<file path="config.mk">
export PLATFORM = sky130hd
export DESIGN_NAME = led_pwm_driver
export DESIGN_NICKNAME = d
export VERILOG_FILES = /design/src/rtl/led_pwm_driver.sv
export SDC_FILE = /design/constraint.sdc
export NUM_CORES = 1
export LEC_CHECK = 0
export CAP_MARGIN = 20
export CORE_MARGIN = 3
export CORE_UTILIZATION = 35
export DETAILED_ROUTE_END_ITERATION = 10
export GPL_ROUTABILITY_DRIVEN = 1
export RECOVER_POWER = 100
export SLEW_MARGIN = 15
export SYNTH_ARGS = -nofsm -noshare
export SYNTH_HDL_FRONTEND = slang
export SYNTH_SLANG_ARGS = --single-unit
</file>
<file path="constraint.sdc">
create_clock -name clk -period 2.15 [get_ports clk]
set_clock_uncertainty 0.1 [all_clocks]
set_input_delay 0.3225 -clock clk [delete_from_list [all_inputs] [get_ports clk]]
set_output_delay 0.3225 -clock clk [all_outputs]
set_load 0.05 [all_outputs]
</file>
<file path="src/rtl/led_pwm_driver.sv">
// led_pwm_driver: double-buffered per-frame PWM stage with global brightness for the board LEDs.
// Optional blink gating is built only when LED_PWM_BLINK_EN is defined.  Rev 1.0
`default_nettype none

module led_pwm_driver #(
    parameter int NUM_LEDS     = 10,
    parameter int PWM_BITS     = 8,
    parameter int PRESCALE     = 16,
    parameter int BLINK_FRAMES = 32
) (
    input  logic                clk,
    input  logic                reset,
    input  logic [15:0]         led_in,
    input  logic [15:0]         bright_in,
    input  logic                bright_load,
    output logic [NUM_LEDS-1:0] led_out,
    output logic [15:0]         bright_out,
    output logic                frame_tick
);

    localparam int                  PRE_W    = (PRESCALE > 1) ? $clog2(PRESCALE) : 1;
    localparam logic [PRE_W-1:0]    PRE_LAST = PRE_W'(PRESCALE - 1);
    localparam logic [PWM_BITS-1:0] DUTY_MAX = '1;

    logic [PRE_W-1:0]    pre_cnt_q,  pre_cnt_d;
    logic [PWM_BITS-1:0] pwm_cnt_q,  pwm_cnt_d;
    logic [PWM_BITS-1:0] duty_reg_q, duty_reg_d;
    logic [PWM_BITS-1:0] duty_sh_q,  duty_sh_d;
    logic [NUM_LEDS-1:0] mask_sh_q,  mask_sh_d;
    logic [NUM_LEDS-1:0] led_out_q,  led_out_d;
    logic                frame_tick_q, frame_tick_d;
    logic                step;
    logic                frame_end;
    logic                pwm_on;
    logic [15:0]         bright_rd;

`ifdef LED_PWM_BLINK_EN
    localparam int               FRM_W    = (BLINK_FRAMES > 1) ? $clog2(BLINK_FRAMES) : 1;
    localparam logic [FRM_W-1:0] FRM_LAST = FRM_W'(BLINK_FRAMES - 1);

    logic             blink_en_q,  blink_en_d;
    logic             blink_off_q, blink_off_d;
    logic [FRM_W-1:0] frm_cnt_q,   frm_cnt_d;
`endif

    always_comb begin
        step         = (pre_cnt_q == PRE_LAST);
        frame_end    = step && (pwm_cnt_q == DUTY_MAX);
        pre_cnt_d    = step ? '0 : pre_cnt_q + 1'b1;
        pwm_cnt_d    = step ? pwm_cnt_q + 1'b1 : pwm_cnt_q;
        // Shadows reload only at the frame edge, so the old duty_reg wins a same-cycle write.
        mask_sh_d    = frame_end ? led_in[NUM_LEDS-1:0] : mask_sh_q;
        duty_sh_d    = frame_end ? duty_reg_q : duty_sh_q;
        duty_reg_d   = bright_load ? bright_in[PWM_BITS-1:0] : duty_reg_q;
        frame_tick_d = frame_end;
        // Full-scale duty is forced on so there is no one-step dark gap per frame.
        pwm_on       = (duty_sh_q == DUTY_MAX) || (pwm_cnt_q < duty_sh_q);
        led_out_d    = pwm_on ? mask_sh_q : '0;
        bright_rd    = 16'(duty_reg_q);
`ifdef LED_PWM_BLINK_EN
        blink_en_d   = bright_load ? bright_in[15] : blink_en_q;
        blink_off_d  = blink_off_q;
        frm_cnt_d    = frm_cnt_q;
        if (frame_tick_q) begin
            if (frm_cnt_q == FRM_LAST) begin
                frm_cnt_d   = '0;
                blink_off_d = ~blink_off_q;
            end else begin
                frm_cnt_d   = frm_cnt_q + 1'b1;
            end
        end
        if (blink_en_q && blink_off_q) begin
            led_out_d = '0;
        end
        bright_rd[15] = blink_en_q;
`endif
    end

    always_ff @(posedge clk or posedge reset) begin
        if (reset) begin
            pre_cnt_q    <= '0;
            pwm_cnt_q    <= '0;
            duty_reg_q   <= '1;
            duty_sh_q    <= '1;
            mask_sh_q    <= '0;
            led_out_q    <= '0;
            frame_tick_q <= 1'b0;
`ifdef LED_PWM_BLINK_EN
            blink_en_q   <= 1'b0;
            blink_off_q  <= 1'b0;
            frm_cnt_q    <= '0;
`endif
        end else begin
            pre_cnt_q    <= pre_cnt_d;
            pwm_cnt_q    <= pwm_cnt_d;
            duty_reg_q   <= duty_reg_d;
            duty_sh_q    <= duty_sh_d;
            mask_sh_q    <= mask_sh_d;
            led_out_q    <= led_out_d;
            frame_tick_q <= frame_tick_d;
`ifdef LED_PWM_BLINK_EN
            blink_en_q   <= blink_en_d;
            blink_off_q  <= blink_off_d;
            frm_cnt_q    <= frm_cnt_d;
`endif
        end
    end

    assign led_out    = led_out_q;
    assign frame_tick = frame_tick_q;
    assign bright_out = bright_rd;

    logic unused_bits;
    assign unused_bits = ^{led_in, bright_in};

endmodule

`default_nettype wire
</file>
==> results.json, run 1 <==
{
  "mappedNetlistArea_mm2": 0.00219,
  "worstSetupEndpointType": "output port",
  "die_area_mm2": 0.00725,
  "powerDensity_mw_per_mm2": 644,
  "vias": 1284,
  "portBuffers": 39,
  "start_util_pct": 36.6,
  "crit_buf_inv": 1,
  "cts-root-to-sink-buffers": 2,
  "antenna_violating_nets_post_route": 0,
  "cap_violations": 0,
  "critical-path-top-delay-family": "buffers and inverters",
  "layout-drive-gt1-share_pct": 23.8,
  "synth-async-reset-ratio_pct": 100,
  "post_synth_num_cell_types": 27,
  "synthToLayoutAreaGrowth_pct": 25.4,
  "cts_tree": "done",
  "final_min_period_over_clock_period_pct": 96.9,
  "regToRegSetupSlack_ns": 0.15,
  "holdCritPathClass": "register to register",
  "core_mm2": 0.00599,
  "ys_seq_elements": 49,
  "ios": 62,
  "tns_ns": 0,
  "final_cells": 281,
  "hpwlAfterDp_mm": 2.58,
  "grt_start_max_net_pins": 34,
  "hold_buffers": 0,
  "grt_pass1_vias": 1225,
  "antenna_diode_count": 0,
  "grt_pass1_wl_mm": 6.00,
  "cp_num_cells": 1,
  "fp.dieH_um": 85.2,
  "cts.sink_count": 49,
  "final-max-slew-violation-count": 0,
  "placement_rows": 28,
  "htree_levels": 2,
  "max_slew.worst_pin.slew_ns": 0.776,
  "synth_edf_count": 0,
  "post-synth-top-area-fraction_pct": 37.6,
  "p_leak_nw": 1.23,
  "source_of_the_critical_timing_path": "duty_reg_q[2]$_DFFE_PP1P_",
  "place.gp.congestion": 0.691,
  "worstPathCellList": "clkdlybuf4s50_1",
  "dieWidth_um": 85.2,
  "maxSlewHeadroom_pct": 48.3,
  "timing.fmax_mhz": 480,
  "r2r_cells": 6,
  "synth.area.top_cells": "sky130_fd_sc_hd__dfrtp_1 (38%), sky130_fd_sc_hd__dfstp_2 (19%), sky130_fd_sc_hd__mux2_2 (8.7%)",
  "crit_path_max_incr_delay_ns": 0.82,
  "hold_violations": 0,
  "post-place-cells": 272,
  "yosysSeqAreaShare_pct": 56.8,
  "rr_startpoint": "duty_sh_q[1]$_DFFE_PP1P_",
  "cp_data_required_time_ns": 1.73,
  "critical_path.endpoint": "bright_out[2]",
  "worstPathArrival_ns": 1.66,
  "nNetsFinal": 249,
  "clockRootBuffer": "sky130_fd_sc_hd__clkbuf_8",
  "routed_vias_inst": 4.57,
  "average_cell_area_after_synthesis_um2": 14.0,
  "cts-buffers-inserted": 5,
  "antenna_violations_before_repair": 0,
  "worst-path-max-fanout": 3,
  "critical_path.slowest_cell": "sky130_fd_sc_hd__clkdlybuf4s50_1",
  "fillcell_total": 549,
  "grt-ovfl-total": 0,
  "count_of_endpoints_failing_setup_in_the_final_report": 0,
  "layout.cells.most_common": "sky130_fd_sc_hd__dfrtp_1",
  "ir_worst_vdd_mv": 0.453,
  "clock_pin_slew_worst_setup_and_hold_paths_ns": 0.09,
  "synth_top_area_cell": "sky130_fd_sc_hd__dfrtp_1",
  "ys_warn_count": 0,
  "ys_dominant_reg_cell": "sky130_fd_sc_hd__dfrtp_1",
  "final_routed_wire_length_divided_by_cell_count_um": 12.7,
  "detail_route.iter0.violations": 19,
  "timing.rr.end": "led_out[1]$_DFF_PP0_",
  "worstSetupPathType": "register to output port",
  "unrepaired_setup_endpoints_after_global_routing": "false",
  "layout_common_cells": "sky130_fd_sc_hd__dfrtp_1 (33), sky130_fd_sc_hd__clkdlybuf4s50_1 (25), sky130_fd_sc_hd__mux2_2 (17), sky130_fd_sc_hd__dlygate4sd3_1 (13), sky130_fd_sc_hd__dfstp_2 (12)",
  "layout_min_cycle_time_ns": 2.08,
  "drt_pass_1_iters": 4,
  "clock_insertion_delay_worst_skew_ns": 0.29,
  "global_route.usage.total_pct": 10.5,
  "start_kind": "register",
  "outcome": "completed",
  "post_synth_inst_count": 157,
  "post-route-drc-count": 0,
  "routed_wl_mm": 3.57
}
==> metal layers <==
metal | share of wire (%) | track usage (%) | vias to the layer above
li1 | - | - | 625
met1 | 48 | 14.5 | 629
met2 | 46 | 15.8 | 28
met3 | 5.2 | 3.20 | 2
met4 | 0.76 | 3.02 | 0
met5 | 0 | 0 | -
==> timing repair <==
action,4_1_cts,5_1_grt
pin swaps,0,1
setup endpoints to repair,10,6
setup buffers,0,1
resized for setup,1,0
==> final cells by class <==
| type | count | area (µm²) | share of cell area [%] |
|---|---|---|---|
| well taps | 75 | 93.8 | 3.41 |
| inverters | 10 | 37.5 | 1.36 |
| clock inverters | 1 | 7.51 | 0.273 |
| flip-flops and latches | 49 | 1250 | 45.3 |
| multi-input cells | 95 | 828 | 30.1 |
| clock buffers | 7 | 108 | 3.91 |
| repair buffers | 44 | 429 | 15.6 |
==> synthesized netlist by cell type, types with 2 or more instances <==
cell                      number
sky130_fd_sc_hd__nand3_1       3
sky130_fd_sc_hd__nand2_1       8
sky130_fd_sc_hd__mux2_4        9
sky130_fd_sc_hd__dfstp_2      16
sky130_fd_sc_hd__nor2_1        3
sky130_fd_sc_hd__buf_4         8
sky130_fd_sc_hd__a21oi_1       2
sky130_fd_sc_hd__xnor2_1       6
sky130_fd_sc_hd__ha_1          9
sky130_fd_sc_hd__nand4_1       7
sky130_fd_sc_hd__o21ai_0       3
sky130_fd_sc_hd__nor3b_1      10
sky130_fd_sc_hd__xor2_1        2
sky130_fd_sc_hd__mux2_2       17
sky130_fd_sc_hd__dfrtp_1      33
sky130_fd_sc_hd__inv_1        10
==> metrics by stage <==
step | util [%] | total power (W) | cell area [µm²] | hold slack (ns) | setup WS (ns)
global route | 45.9 | 0.00185 | 2750 | 0.420 | 0.0150
detailed placement | 44.6 | 0.00117 | 2670 | 0.383 | -0.0830
floorplan | - | 0.00111 | 2220 | 0.352 | 0.299
finish | 45.9 | 0.00177 | 2750 | 0.393 | 0.0670
CTS | 46.6 | 0.00181 | 2790 | 0.231 | 0.0501
global placement | 44.6 | 0.00117 | 2670 | 0.375 | -0.0488
==> sequential cells by signal, summed over array words and instances, names as in the netlist <==
| register | count |
|---|---|
| led_out | 10 |
| mask_sh_q | 10 |
| duty_reg_q | 8 |
| duty_sh_q | 8 |
| pwm_cnt_q | 8 |
| pre_cnt_q | 4 |
| frame_tick | 1 |
==> kinds of logic after synthesis <==
logic type      share of synthesized area [%]
other cells                             0.171
fa+ha+maj                                5.13
compound gates                           3.37
xor+xnor                                 3.19
flops                                    56.8
simple gates                             10.9
buf+inv                                  5.53
mux                                      14.9
==> power by group <==
| group | switching [W] | internal (W) | total, W | leakage, nW |
|---|---|---|---|---|
| clock network | 0.000297 | 0.000332 | 0.000629 | 0.0556 |
| logic | 0.000120 | 0.0000672 | 0.000187 | 0.565 |
| registers | 0.0000108 | 0.000946 | 0.000957 | 0.611 |
| total | 0.000428 | 0.00134 | 0.00177 | 1.23 |
==> worst min path at each step <==
| stage | end | slack (ns) | startpoint | cells after the start |
|---|---|---|---|---|
| 2_1_floorplan | pre_cnt_q[0]$_DFF_PP0_ | 0.35 | pre_cnt_q[0]$_DFF_PP0_ | 1 |
| 3_3_place_gp | pre_cnt_q[0]$_DFF_PP0_ | 0.37 | pre_cnt_q[0]$_DFF_PP0_ | 1 |
| 3_5_place_dp | pre_cnt_q[0]$_DFF_PP0_ | 0.38 | pre_cnt_q[0]$_DFF_PP0_ | 1 |
| 4_1_cts | pre_cnt_q[1]$_DFF_PP0_ | 0.23 | reset | 2 |
| 5_1_grt | mask_sh_q[4]$_DFFE_PP0P_ | 0.42 | mask_sh_q[4]$_DFFE_PP0P_ | 1 |
| 6_report | mask_sh_q[9]$_DFFE_PP0P_ | 0.39 | mask_sh_q[9]$_DFFE_PP0P_ | 1 |
No activity file was read; power rests on OpenSTA's default activity.
==> run 2: changes to the inputs <==
--- a/config.mk
+++ b/config.mk
@@ -10,6 +10,7 @@
 export CORE_UTILIZATION = 35
 export DETAILED_ROUTE_END_ITERATION = 10
 export GPL_ROUTABILITY_DRIVEN = 1
+export PLACE_DENSITY = 0.66
 export RECOVER_POWER = 100
 export SLEW_MARGIN = 15
 export SYNTH_ARGS = -nofsm -noshare
==> results.json, run 2 (synthesis results as in run 1) <==
{
  "p_sw_share_pct": 25.5,
  "antenna_violations_before_repair": 0,
  "start_kind": "register",
  "power_frac_clock_pct": 31.3,
  "final_min_period_over_clock_period_pct": 96.4,
  "post-place-cells": 271,
  "critical-path-top-delay-family": "buffers and inverters",
  "unrepaired_setup_endpoints_after_global_routing": "false",
  "routed_vias_inst": 4.57,
  "dieWidth_um": 85.2,
  "stdcell_area_mm2": 0.00270,
  "cp_data_required_time_ns": 1.73,
  "cts-buffers-inserted": 5,
  "crit_buf_inv": 1,
  "timing.fmax_mhz": 482,
  "combPwrFrac_pct": 11.2,
  "clock_pin_slew_worst_setup_and_hold_paths_ns": 0.09,
  "hpwlAfterDp_mm": 2.60,
  "layout_min_cycle_time_ns": 2.07,
  "worstSetupEndpointType": "output port",
  "cts.sink_count": 49,
  "outcome": "completed",
  "ir_worst_vdd_mv": 0.294,
  "cts-root-to-sink-buffers": 2,
  "synthToLayoutAreaGrowth_pct": 23.2,
  "core_mm2": 0.00599,
  "htree_levels": 2,
  "portBuffers": 39,
  "hold_violations": 0,
  "p_sw_w": 0.000425,
  "placement_rows": 28,
  "wirelength_met1_mm": 1.52,
  "worstPathArrival_ns": 1.65,
  "nNetsFinal": 248,
  "global_route.usage.total_pct": 10.8,
  "cts_tree": "done",
  "cap_violations": 0,
  "clockRootBuffer": "sky130_fd_sc_hd__clkbuf_8",
  "crit_path_max_incr_delay_ns": 0.81,
  "drt_pass_1_iters": 3,
  "place.gp.congestion": 0.758,
  "post-route-drc-count": 0,
  "final-max-slew-violation-count": 0,
  "antenna_violating_nets_post_route": 0,
  "count_of_endpoints_failing_setup_in_the_final_report": 0,
  "start_util_pct": 36.6,
  "worstSetupPathType": "register to output port",
  "placed_area_mm2": 0.00265,
  "final_cells": 280,
  "powerDensity_mw_per_mm2": 615,
  "maxSlewHeadroom_pct": 22.1,
  "final_routed_wire_length_divided_by_cell_count_um": 12.8,
  "antenna_diode_count": 0,
  "maxUsedRoutingLayer": "met4",
  "fp.dieH_um": 85.2,
  "design_power_total_w": 0.00166,
  "ios": 62,
  "vias": 1280,
  "routed_wl_mm": 3.58,
  "grt_pass1_vias": 1369,
  "holdCritPathClass": "register to register",
  "worst-path-max-fanout": 3,
  "route.met3.wl_um": 186,
  "max_slew.worst_pin.slew_ns": 1.17,
  "grt_pass1_wl_mm": 6.35,
  "clock_insertion_delay_worst_skew_ns": 0.30,
  "p_leak_nw": 1.21,
  "die_area_mm2": 0.00725,
  "grt-ovfl-total": 0,
  "layout-drive-gt1-share_pct": 22.4,
  "detailroute.wirelength.met2_mm": 1.82,
  "detail_route.iter0.violations": 66,
  "seqPwrFrac_pct": 57.5,
  "grt_start_max_net_pins": 50,
  "layout_common_cells": "sky130_fd_sc_hd__dfrtp_1 (33), sky130_fd_sc_hd__clkdlybuf4s50_1 (25), sky130_fd_sc_hd__mux2_2 (17), sky130_fd_sc_hd__dlygate4sd3_1 (13), sky130_fd_sc_hd__dfstp_2 (11)",
  "layout.cells.most_common": "sky130_fd_sc_hd__dfrtp_1",
  "internal_power_summed_over_all_cells_w": 0.00124,
  "critical_path.slowest_cell": "sky130_fd_sc_hd__clkdlybuf4s50_1",
  "worstPathCellList": "clkdlybuf4s50_1"
}
## run 2: cell types whose count changed in the layout (fill, tap and decap cells not counted)
cell / before / now
sky130_fd_sc_hd__buf_12: 1 / 0
sky130_fd_sc_hd__clkbuf_16: 1 / 0
sky130_fd_sc_hd__clkbuf_8: 6 / 5
sky130_fd_sc_hd__clkinv_1: 0 / 2
sky130_fd_sc_hd__clkinv_2: 0 / 1
sky130_fd_sc_hd__clkinv_4: 0 / 1
sky130_fd_sc_hd__clkinvlp_4: 1 / 0
sky130_fd_sc_hd__dfstp_1: 4 / 5
sky130_fd_sc_hd__dfstp_2: 12 / 11
sky130_fd_sc_hd__inv_1: 10 / 9
## run 2: what timing repair did
item                                    4_1_cts  5_1_grt
endpoints found under the setup margin       10       10
hold buffers                                  0        0
gates resized for setup                       1        0
pin swaps                                     0        1
setup buffers                                 0        1
## run 2: worst paths after layout
path / start / cells past startpoint / endpoint / slack (ns)
min: pre_cnt_q[0]$_DFF_PP0_ / 1 / pre_cnt_q[0]$_DFF_PP0_ / 0.40
min in group asynchronous: reset / 3 / led_out[3]$_DFF_PP0_ / 0.73
min reg2reg: pre_cnt_q[0]$_DFF_PP0_ / 1 / pre_cnt_q[0]$_DFF_PP0_ / 0.40
max in group asynchronous: reset / 3 / pwm_cnt_q[6]$_DFFE_PP0P_ / 0.51
max: duty_reg_q[7]$_DFFE_PP1P_ / 1 / bright_out[7] / 0.08
max reg2reg: pre_cnt_q[0]$_DFF_PP0_ / 6 / mask_sh_q[5]$_DFFE_PP0P_ / 0.11
## run 2: power by group through the flow
stage                     combinational [W]  sequential (W)  clock, W
after floorplan                   0.0000742         0.00103         0
after global placement             0.000194        0.000977         0
after detailed placement           0.000196        0.000977         0
after CTS                          0.000196        0.000960  0.000542
after global routing               0.000197        0.000959  0.000580
final                              0.000186        0.000956  0.000520
## run 2: through the flow
stage          hold slack [ns]  utilization [%]  worst slack [ns]  TNS (ns)
2_1_floorplan            0.352                -             0.299         0
3_3_place_gp             0.376             44.3           -0.0182    -0.122
3_5_place_dp             0.380             44.3           -0.0535    -0.420
4_1_cts                  0.269             45.8            0.0360         0
5_1_grt                  0.411             45.1            0.0208         0
6_report                 0.396             45.1            0.0773         0
## run 2: final cells by class
cell class,count,area (µm²)
clock buffer,5,68.8
clock inverter,3,17.5
fill,557,3290
inverter,10,37.5
multi-input combinational,95,828
sequential,49,1250
tap,75,93.8
timing repair buffer,43,409
## run 2: per-layer routing
metal,vias up,global-route usage [%]
li1,623,-
met1,628,13.2
met2,23,18.5
met3,6,3.30
met4,0,3.02
met5,-,0
==> run 3: changes to the inputs <==
--- a/config.mk
+++ b/config.mk
@@ -7,12 +7,11 @@
 export LEC_CHECK = 0
 export CAP_MARGIN = 20
 export CORE_MARGIN = 3
-export CORE_UTILIZATION = 35
+export CORE_UTILIZATION = 25
 export DETAILED_ROUTE_END_ITERATION = 10
 export GPL_ROUTABILITY_DRIVEN = 1
-export PLACE_DENSITY = 0.66
 export RECOVER_POWER = 100
-export SLEW_MARGIN = 15
+export SLEW_MARGIN = 5
 export SYNTH_ARGS = -nofsm -noshare
 export SYNTH_HDL_FRONTEND = slang
 export SYNTH_SLANG_ARGS = --single-unit
==> results.json, run 3 (synthesis results as in run 1) <==
{
  "unrepaired_setup_endpoints_after_global_routing": "false",
  "layout.cells.most_common": "sky130_fd_sc_hd__dfrtp_1",
  "layout_common_cells": "sky130_fd_sc_hd__dfrtp_1 (33), sky130_fd_sc_hd__clkdlybuf4s50_1 (26), sky130_fd_sc_hd__mux2_2 (17), sky130_fd_sc_hd__dlygate4sd3_1 (13), sky130_fd_sc_hd__dfstp_2 (11)",
  "outcome": "completed",
  "powerDensity_mw_per_mm2": 644,
  "timing.fmax_mhz": 480,
  "crit_buf_inv": 1,
  "antenna_violations_before_repair": 0,
  "worst_hold_slack_ns": 0.399,
  "hold_buffers": 0,
  "place.gp.congestion": 0.701,
  "layout_setup_ws_ns": 0.0678,
  "regToRegSetupSlack_ns": 0.12,
  "cts-buffers-inserted": 5,
  "final_min_period_over_clock_period_pct": 96.8,
  "routed_wl_mm": 3.75,
  "placed_area_mm2": 0.00271,
  "nNetsFinal": 249,
  "hpwlAfterDp_mm": 2.73,
  "grt_pass1_vias": 1370,
  "critical_path.slowest_cell": "sky130_fd_sc_hd__clkdlybuf4s50_1",
  "whs_path_depth": 1,
  "grt_start_max_net_pins": 29,
  "antenna_violating_nets_post_route": 0,
  "cts_tree": "done",
  "routed_vias_inst": 4.19,
  "global_route.usage.total_pct": 8.33,
  "max_slew.worst_pin.slew_ns": 0.803,
  "p_leak_nw": 1.24,
  "ir_worst_vdd_mv": 0.375,
  "final-max-slew-violation-count": 0,
  "worstHoldStart": "pre_cnt_q[0]$_DFF_PP0_",
  "rr_startpoint": "pre_cnt_q[0]$_DFF_PP0_",
  "start_util_pct": 26.2,
  "fp.dieH_um": 99.7,
  "drt_pass_1_iters": 4,
  "whs_endpoint": "pre_cnt_q[0]$_DFF_PP0_",
  "htree_levels": 2,
  "clockRootBuffer": "sky130_fd_sc_hd__clkbuf_8",
  "synthToLayoutAreaGrowth_pct": 28.7,
  "final_routed_wire_length_divided_by_cell_count_um": 12.1,
  "layout_min_cycle_time_ns": 2.08,
  "ios": 62,
  "grt_pass1_wl_mm": 6.56,
  "critical-path-top-delay-family": "buffers and inverters",
  "die_area_mm2": 0.00993,
  "layout-drive-gt1-share_pct": 26.2,
  "portBuffers": 39,
  "count_of_endpoints_failing_setup_in_the_final_report": 0,
  "worstPathArrival_ns": 1.66,
  "antenna_diode_count": 0,
  "stdcell_area_mm2": 0.00282,
  "r2r_cells": 6,
  "worst-path-max-fanout": 3,
  "holdCritPathClass": "register to register",
  "detail_route.iter0.violations": 28,
  "grt-ovfl-total": 0,
  "crit_path_max_incr_delay_ns": 0.81,
  "cap_violations": 0,
  "cp_data_required_time_ns": 1.73,
  "post-route-drc-count": 0,
  "design_power_total_w": 0.00182,
  "worstPathCellList": "clkdlybuf4s50_1",
  "timing.rr.end": "duty_sh_q[3]$_DFFE_PP1P_",
  "dp_slack_ns": -0.0588,
  "clock_insertion_delay_worst_skew_ns": 0.29,
  "vias": 1303,
  "clock_pin_slew_worst_setup_and_hold_paths_ns": 0.09,
  "core_mm2": 0.00838,
  "maxSlewHeadroom_pct": 46.4,
  "worstSetupEndpointType": "output port",
  "start_kind": "register",
  "placement_rows": 33,
  "hold_violations": 0,
  "cts.sink_count": 49,
  "dieWidth_um": 99.7,
  "worstSetupPathType": "register to output port",
  "cts-root-to-sink-buffers": 2
}
-- run 3: worst max-delay path by stage --
stage	start	end	slack, ns	cells after the start
2_1_floorplan	pre_cnt_q[0]$_DFF_PP0_	mask_sh_q[9]$_DFFE_PP0P_	0.30	6
3_3_place_gp	duty_sh_q[7]$_DFFE_PP1P_	led_out[0]$_DFF_PP0_	-0.06	5
3_5_place_dp	duty_sh_q[7]$_DFFE_PP1P_	led_out[3]$_DFF_PP0_	-0.06	5
4_1_cts	duty_sh_q[2]$_DFFE_PP1P_	led_out[1]$_DFF_PP0_	0.008	5
5_1_grt	reset	frame_tick$_DFF_PP0_	0.02	3
6_report	duty_reg_q[0]$_DFFE_PP1P_	bright_out[0]	0.07	1
-- run 3: layout make-up --
class / instances / area [µm²]
multi-input cells: 95 / 853
inverters: 10 / 37.5
repair buffers: 44 / 438
fillers: 850 / 5560
well taps: 105 / 131
clock inverters: 1 / 30.0
flip-flops and latches: 49 / 1250
clock buffers: 7 / 86.3
-- run 3: power breakdown --
part	total, W	internal, W	switching [W]
Combinational	0.000189	0.0000700	0.000119
Clock	0.000672	0.000380	0.000292
Sequential	0.000957	0.000946	0.0000114
-- run 3: stage by stage --
stage | instances | utilization (%) | setup TNS [ns]
after floorplan | 164 | - | 0
after global placement | 301 | 32.3 | -0.475
after detailed placement | 301 | 32.3 | -0.537
after CTS | 309 | 33.7 | 0
after global routing | 311 | 33.7 | 0
final | 311 | 33.7 | 0
-- run 3: metal layers --
metal	part of all wire [%]	routed length (µm)	global-route usage, %
met1	45	1670	10.2
met2	51	1900	14.1
met3	3.3	125	2.10
met4	1.4	53	3.15
met5	0	0	0
-- run 3: what timing repair did --
item,CTS,global route
buffers inserted,0,2
pin swaps,1,1
setup endpoints to repair,10,10
gates resized for setup,1,0
